`src/rtl/exp_controller.sv`:
```
// exp_controller: sequencing FSM for the iterative exponential-series datapath.
// Walks the datapath through square, multiply, accumulate and check steps
// until the datapath reports series termination. A watchdog aborts after
// MAX_ITER iterations and raises a sticky error flag.
module exp_controller #(
   parameter int MAX_ITER = 8
) (
   input  logic       clk,
   input  logic       reset,
   input  logic       start,
   input  logic       c_,
   output logic       T_load,
   output logic       T_custom_reset,
   output logic       C_inc,
   output logic       C_reset,
   output logic       X2_load,
   output logic       E_load,
   output logic       E_reset,
   output logic       distance_load,
   output logic       done_set,
   output logic       done_reset,
   output logic [1:0] select_for_mult,
   output logic       hard_reset,
   output logic       busy,
   output logic       err
);

   localparam int IW = $clog2(MAX_ITER + 1);
   localparam logic [IW-1:0] ITER_MAX = IW'(MAX_ITER);

   localparam logic [3:0] IDLE   = 4'd0;
   localparam logic [3:0] INIT   = 4'd1;
   localparam logic [3:0] SQ     = 4'd2;
   localparam logic [3:0] MULX2  = 4'd3;
   localparam logic [3:0] MULROM = 4'd4;
   localparam logic [3:0] ACC    = 4'd5;
   localparam logic [3:0] CHECK  = 4'd6;
   localparam logic [3:0] OUT    = 4'd7;
   localparam logic [3:0] FIN    = 4'd8;

   localparam logic [1:0] SEL_XX   = 2'b00;
   localparam logic [1:0] SEL_ROMT = 2'b01;
   localparam logic [1:0] SEL_X2T  = 2'b10;
   localparam logic [1:0] SEL_VE   = 2'b11;

   logic [3:0]    state;
   logic [3:0]    state_nxt;
   logic [IW-1:0] iter;
   logic          err_q;
   logic          iter_at_max;
   logic          launch;

   assign iter_at_max = (iter == ITER_MAX);
   assign launch      = (state == IDLE) && start;

   // Next-state selection; c_ is only consulted in CHECK and start only in IDLE.
   always_comb begin
      state_nxt = state;
      case (state)
         IDLE:    state_nxt = start ? INIT : IDLE;
         INIT:    state_nxt = SQ;
         SQ:      state_nxt = MULX2;
         MULX2:   state_nxt = MULROM;
         MULROM:  state_nxt = ACC;
         ACC:     state_nxt = CHECK;
         CHECK: begin
            if (c_)
               state_nxt = OUT;
            else if (iter_at_max)
               state_nxt = IDLE;
            else
               state_nxt = MULX2;
         end
         OUT:     state_nxt = FIN;
         FIN:     state_nxt = IDLE;
         default: state_nxt = IDLE;
      endcase
   end

   // State register with synchronous reset overriding any pending start.
   always_ff @(posedge clk) begin
      if (reset)
         state <= IDLE;
      else
         state <= state_nxt;
   end

   // Iteration counter: cleared on launch, saturating increment in ACC.
   always_ff @(posedge clk) begin
      if (reset)
         iter <= '0;
      else if (launch || state == INIT)
         iter <= '0;
      else if (state == ACC && !iter_at_max)
         iter <= iter + IW'(1);
   end

   // Sticky watchdog flag; cleared on the edge entering INIT so INIT already reads 0.
   always_ff @(posedge clk) begin
      if (reset)
         err_q <= 1'b0;
      else if (launch)
         err_q <= 1'b0;
      else if (state == CHECK && !c_ && iter_at_max)
         err_q <= 1'b1;
   end

   // Moore output decode: every strobe defaults low, select defaults to x*x.
   always_comb begin
      T_load          = 1'b0;
      T_custom_reset  = 1'b0;
      C_inc           = 1'b0;
      C_reset         = 1'b0;
      X2_load         = 1'b0;
      E_load          = 1'b0;
      E_reset         = 1'b0;
      distance_load   = 1'b0;
      done_set        = 1'b0;
      done_reset      = 1'b0;
      select_for_mult = SEL_XX;
      busy            = (state != IDLE);
      case (state)
         INIT: begin
            C_reset        = 1'b1;
            E_reset        = 1'b1;
            T_custom_reset = 1'b1;
            done_reset     = 1'b1;
         end
         SQ: begin
            select_for_mult = SEL_XX;
            X2_load         = 1'b1;
         end
         MULX2: begin
            select_for_mult = SEL_X2T;
            T_load          = 1'b1;
         end
         MULROM: begin
            select_for_mult = SEL_ROMT;
            T_load          = 1'b1;
         end
         ACC: begin
            E_load = 1'b1;
            C_inc  = 1'b1;
         end
         OUT: begin
            select_for_mult = SEL_VE;
            distance_load   = 1'b1;
         end
         FIN: begin
            done_set = 1'b1;
         end
         default: ;
      endcase
   end

   assign hard_reset = reset;
   assign err        = err_q;

endmodule

```
`config.mk`:
```
export PLATFORM = sky130hd
export DESIGN_NAME = exp_controller
export DESIGN_NICKNAME = d
export VERILOG_FILES = /design/src/rtl/exp_controller.sv
export SDC_FILE = /design/constraint.sdc
export NUM_CORES = 1
export LEC_CHECK = 0
export CAP_MARGIN = 20
export CORE_MARGIN = 5
export CORE_UTILIZATION = 39
export DETAILED_ROUTE_END_ITERATION = 10
export PLACE_DENSITY = 0.82
export SLEW_MARGIN = 20
export SYNTH_ARGS = -nofsm -noshare
export SYNTH_HDL_FRONTEND = slang
export SYNTH_SLANG_ARGS = --single-unit
```
`constraint.sdc`:
```
create_clock -name clk -period 1.6 [get_ports clk]
set_clock_uncertainty 0.2 [all_clocks]
set_input_delay 0.16 -clock clk [delete_from_list [all_inputs] [get_ports clk]]
set_output_delay 0.16 -clock clk [all_outputs]
set_load 0.01 [all_outputs]
```
After elaboration in Yosys (flattened, before gate mapping)
Cells that the tools add are included.
- register bits: 9
- latch bits: 0
- RAM bits: 0
- memory bits (read-only): 0
- input bits: 4
- output and inout port bits: 15
- logic and storage cells: 36
- memories kept: 0
- $add $sub $neg: 1
- multiply operators: 0
- divide/modulo/power cells: 0
- $lt $le $gt $ge: 0
- eq/ne operators: 9
- shifts and indexed selects: 0
- mux-type cells: 11
- bitwise logic cells: 0
- reductions and logical operators: 12
- operator list (operator ; number):
    one-hot mux 4 bit (8 select lines) ; 1
    == test 4 x 3 -> 1 bit, second input constant ; 4
    == test 4 x 2 -> 1 bit, second input constant ; 2
    == test 4 bit, second input constant ; 2
    2-to-1 mux 1 bit ; 7
    one-hot mux 2 bit (3 select lines) ; 1
    OR reduction 2 bit ; 3
    adder 4 x 1 -> 4 bit, second input constant ; 1
    == test 4 x 1 -> 1 bit, second input constant ; 1
    logical AND 1 bit ; 4
    zero test 4 bit ; 1
    nonzero test 4 bit ; 1
    2-to-1 mux 3 bit ; 1
    zero test 1 bit ; 2
    2-to-1 mux 2 bit ; 1
    logical OR 1 bit ; 1

Logic depth before layout (Yosys ltp)
- depth after elaboration: 4
- mapped depth: 5
- mapped depth without buffers: 5

Worst setup path before layout
OpenSTA, ideal clock, no wires.
- path type: reg-to-reg
- start point: register iter[0]
- end point: register err_q, in the netlist err
- arrival: 1301 ps
- required time: 1309 ps
- path slack: 8 ps
- cell stages (with the launch flop): 6
- path buffers: 0
- period minus slack after synthesis: 1592 ps
- path through: dfxtp_1 -> inv_1 -> ha_1 -> nor4bb_1 -> a41oi_1 -> a311oi_1
- cells in the longest elaborated chain, start to end: 2
- RTL lines (what ; line ; RTL):
    from (decl) ; 48 ; logic [IW-1:0] iter;
    from (signal assigned) ; 95 ; iter <= iter + IW'(1);
    == test 4 bit ; 53 ; assign iter_at_max = (iter == ITER_MAX);
    logical AND 1 bit ; 104 ; else if (state == CHECK && !c_ && iter_at_max)
    to (signal assigned) ; 101 ; err_q <= 1'b0;
    to (signal assigned) ; 103 ; err_q <= 1'b0;
    to (signal assigned) ; 105 ; err_q <= 1'b1;
    to (decl) ; 49 ; logic err_q;
Every way passes these cells.
A chain may end at the register's enable or synchronous reset.

Worst setup path after layout
- start point: register state[1]
- end point: register iter[2]
- cells in the longest elaborated chain, start to end: 4
- elaborated cells on any way between the ends: 7
- those cells by class: eq/ne: 2; reduce/logical: 5
- RTL lines (what ; line ; RTL):
    from (decl) ; 46 ; logic [3:0] state;
    from (signal assigned) ; 85 ; state <= state_nxt;
    zero test 4 bit ; 54 ; assign launch = (state == IDLE) && start;
    logical AND 1 bit ; 54 ;
    logical OR 1 bit ; 92 ; else if (launch || state == INIT)
    OR reduction 2 bit (no line) ; - ;
Several ways; a longest one is shown, not always the timed one.

==> metrics.txt <==
status complete, but fails checks; failing checks setup timing; max cap viols 0; Vias approximately 690; drt first-iter violations 7; DIE WIDTH 48.7 µm; Die Y-Extent between 40 and 50 µm; total wire length 1830 µm; # rows 14; Die Area ~0.0024 mm²; vias per cell 5.30; Hold WC Path Type reg -> reg; commonest non-fill, non-tap cell in the layout buf_4; diode count 0; cell count after placement roughly 120; Bufs on Longest Clock Path 2; Worst Hold Path EP iter[0]$_SDFFE_PP0P_; sequential fraction of the synthesis area 0.308; drt first pass iters 4; clock root buffer clkbuf_4; Cells after Synth 74; WP depth 5; met2 routed WL roughly 960 µm; grt total ovfl 0; latest clock arrival within the worst-skew pair approximately 260 ps; # IOs 19; wire length on met3 around 120 µm; Worst Reg2Reg Path Length in Cells 5; relative slew slack 0.842; final hold vios 0; gpl congestion roughly 0.95; RR Endpoint iter[2]$_SDFFE_PP0P_; antenna violations before repair 0; hold_sp iter[0]$_SDFFE_PP0P_; RSZ-0062 raised after global routing yes; leading post-synthesis cells by cell area dfxtp_1 31%, buf_4 6.4%, o21ai_0 5.1%, nand4bb_4 4.7%, a21oi_1 4.3%; final period utilization 1.06; Req. time, crit path roughly 1600 ps; Post-CTS Hold Buffers 0; Critical Path End Type flip-flop; CTS tree built; largest net degree at the start of global routing 8; initial core utilization 0.397; placed cell area approximately 870 µm²; final setup TNS -192 ps; post-route ant nets 0; cell mode on critical path buf_6; WP buf/inv 2; dpl ws -193 ps; Synth Cell Area roughly 600 µm²; Post-Syn Area per Cell between 7 and 8 µm²; Yosys reg bits 9; top-area cell type share of the netlist area 0.308; fmax 0.591 GHz; Crit Path Class reg -> reg; slowest stage cell, crit path or4_1; Final Max Slew Viols 0; H-tree depth 1; core area 0.00147 mm²; crit-path cells buf_6, nand4bb_4, buf_6, or4_1, a21oi_1; Hold WS a little over 300 ps; Critical Path Max Stage Delay roughly 460 ps; met1 wire length roughly 690 µm; WP data arrival 1690 ps; IO Port Bufs 18; Residual DRC 0; Slew @ Worst Pin about 230 ps; post-layout min period approximately 1700 ps; power consumption roughly 0.6 mW; WHS Path Cells 2; Post-Layout Cell Count between 100 and 150; Final nets between 100 and 150; maximum vdd drop 337 µV; WL/cell approximately 14 µm; vias in the first global route 698; GR Util All Layers 0.156; flop2flop setup slack -90 ps; Synth area leader dfxtp_1; synth warn 0; LEAKAGE around 0.44 nW; Synth cell types 31; fraction of layout cells with a size suffix above 1 0.557; # setup viols final 4; most frequent cells in the layout 24 x buf_4, 8 x buf_2, 6 x o21ai_0, 6 x buf_6, 5 x clkdlybuf4s50_1; final core utilization 0.691; TritonCTS buffer count 3; Area Overhead vs Synth 74.1%; crit path max fanout 7; Startpoint Class flip-flop; PD cells 573 mW/mm²; Syn Nets 80; number of clock sinks 9; DP HPWL about 1300 µm; global-route wire length before repair 2950 µm; Reg clk slew, reported paths about 60 ps; uppermost layer routed met4; Final Cell Area 0.00102 mm²; fin worst setup slack -90.9 ps; worst r2r src state[1]$_SDFF_PP0_; Crit path max-delay family simple AND/OR/NAND/NOR gates
## where the power goes
part           switching (mW)  internal, mW  total (mW)
Sequential             0.0104         0.229       0.239
Combinational          0.0740        0.0916       0.166
Clock                  0.0817        0.0963       0.178
Total                   0.166         0.417       0.583
## flip-flops by register name, summed over array words and instances (netlist names)
signal / count
state: 4
iter: 4
err: 1
## how the worst max path moves through the flow
| stage | start | end | slack [ps] |
|---|---|---|---|
| 6_report | state[1]$_SDFF_PP0_ | iter[2]$_SDFFE_PP0P_ | -90 |
| 5_1_grt | state[1]$_SDFF_PP0_ | iter[2]$_SDFFE_PP0P_ | -140 |
| 4_1_cts | state[1]$_SDFF_PP0_ | iter[2]$_SDFFE_PP0P_ | -110 |
| 3_5_place_dp | state[0]$_SDFF_PP0_ | done_set | -190 |
| 3_3_place_gp | state[2]$_SDFF_PP0_ | C_reset | -190 |
| 2_1_floorplan | iter[0]$_SDFFE_PP0P_ | err$_SDFFE_PP0P_ | 8 |
## final cells by class
type / instances / area, µm²
Timing Repair Buffer: 46 / 360
Tap cell: 16 / 20.0
Inverter: 6 / 26.3
Fill cell: 128 / 454
Multi-Input combinational cell: 50 / 390
Clock buffer: 4 / 26.3
Sequential cell: 9 / 194
## cells by family after synthesis
group / Yosys count / synth area share
flops: 9 / 0.308
simple gates: 30 / 0.315
compound gates: 18 / 0.186
fa+ha+maj: 2 / 0.0428
buf+inv: 15 / 0.148
## worst reg2reg max path, stage by stage, from the launching register on
cell and delay [ps]:
dfxtp_4 370, buf_6 120, nand4bb_4 210, buf_6 150, or4_1 460, a21oi_1 120
## cell usage after synthesis
master      number
or3_1            1
a41oi_1          1
nor2b_1          3
or4_1            1
a21oi_1          5
or2_0            1
nand2_1          5
or2_1            1
a31o_1           1
nor2_1           5
ha_1             2
clkinvlp_2       1
and2_1           1
nand4bb_4        1
inv_1            5
nand3_1          3
and3b_1          1
a311oi_1         1
nor4_1           1
a31oi_1          2
o21ai_0          6
clkbuf_1         1
o31ai_1          1
buf_4            5
buf_2            2
nor3_1           4
nor4bb_1         1
dfxtp_1          9
buf_6            1
a21boi_1         1
nand3b_1         1
## repair_timing
item,in CTS,in global routing
setup buffers,5,3
gates resized for setup,63,16
pin swaps,3,4
cloned,0,0
endpoints found under the setup margin,16,10
## per-layer routing
| layer | vias up | track usage |
|---|---|---|
| met5 | - | 0 |
| met4 | 0 | 0.103 |
| met3 | 8 | 0.0399 |
| met2 | 26 | 0.272 |
| met1 | 315 | 0.161 |
| li1 | 345 | - |
Power figures use the tool's default switching activity.
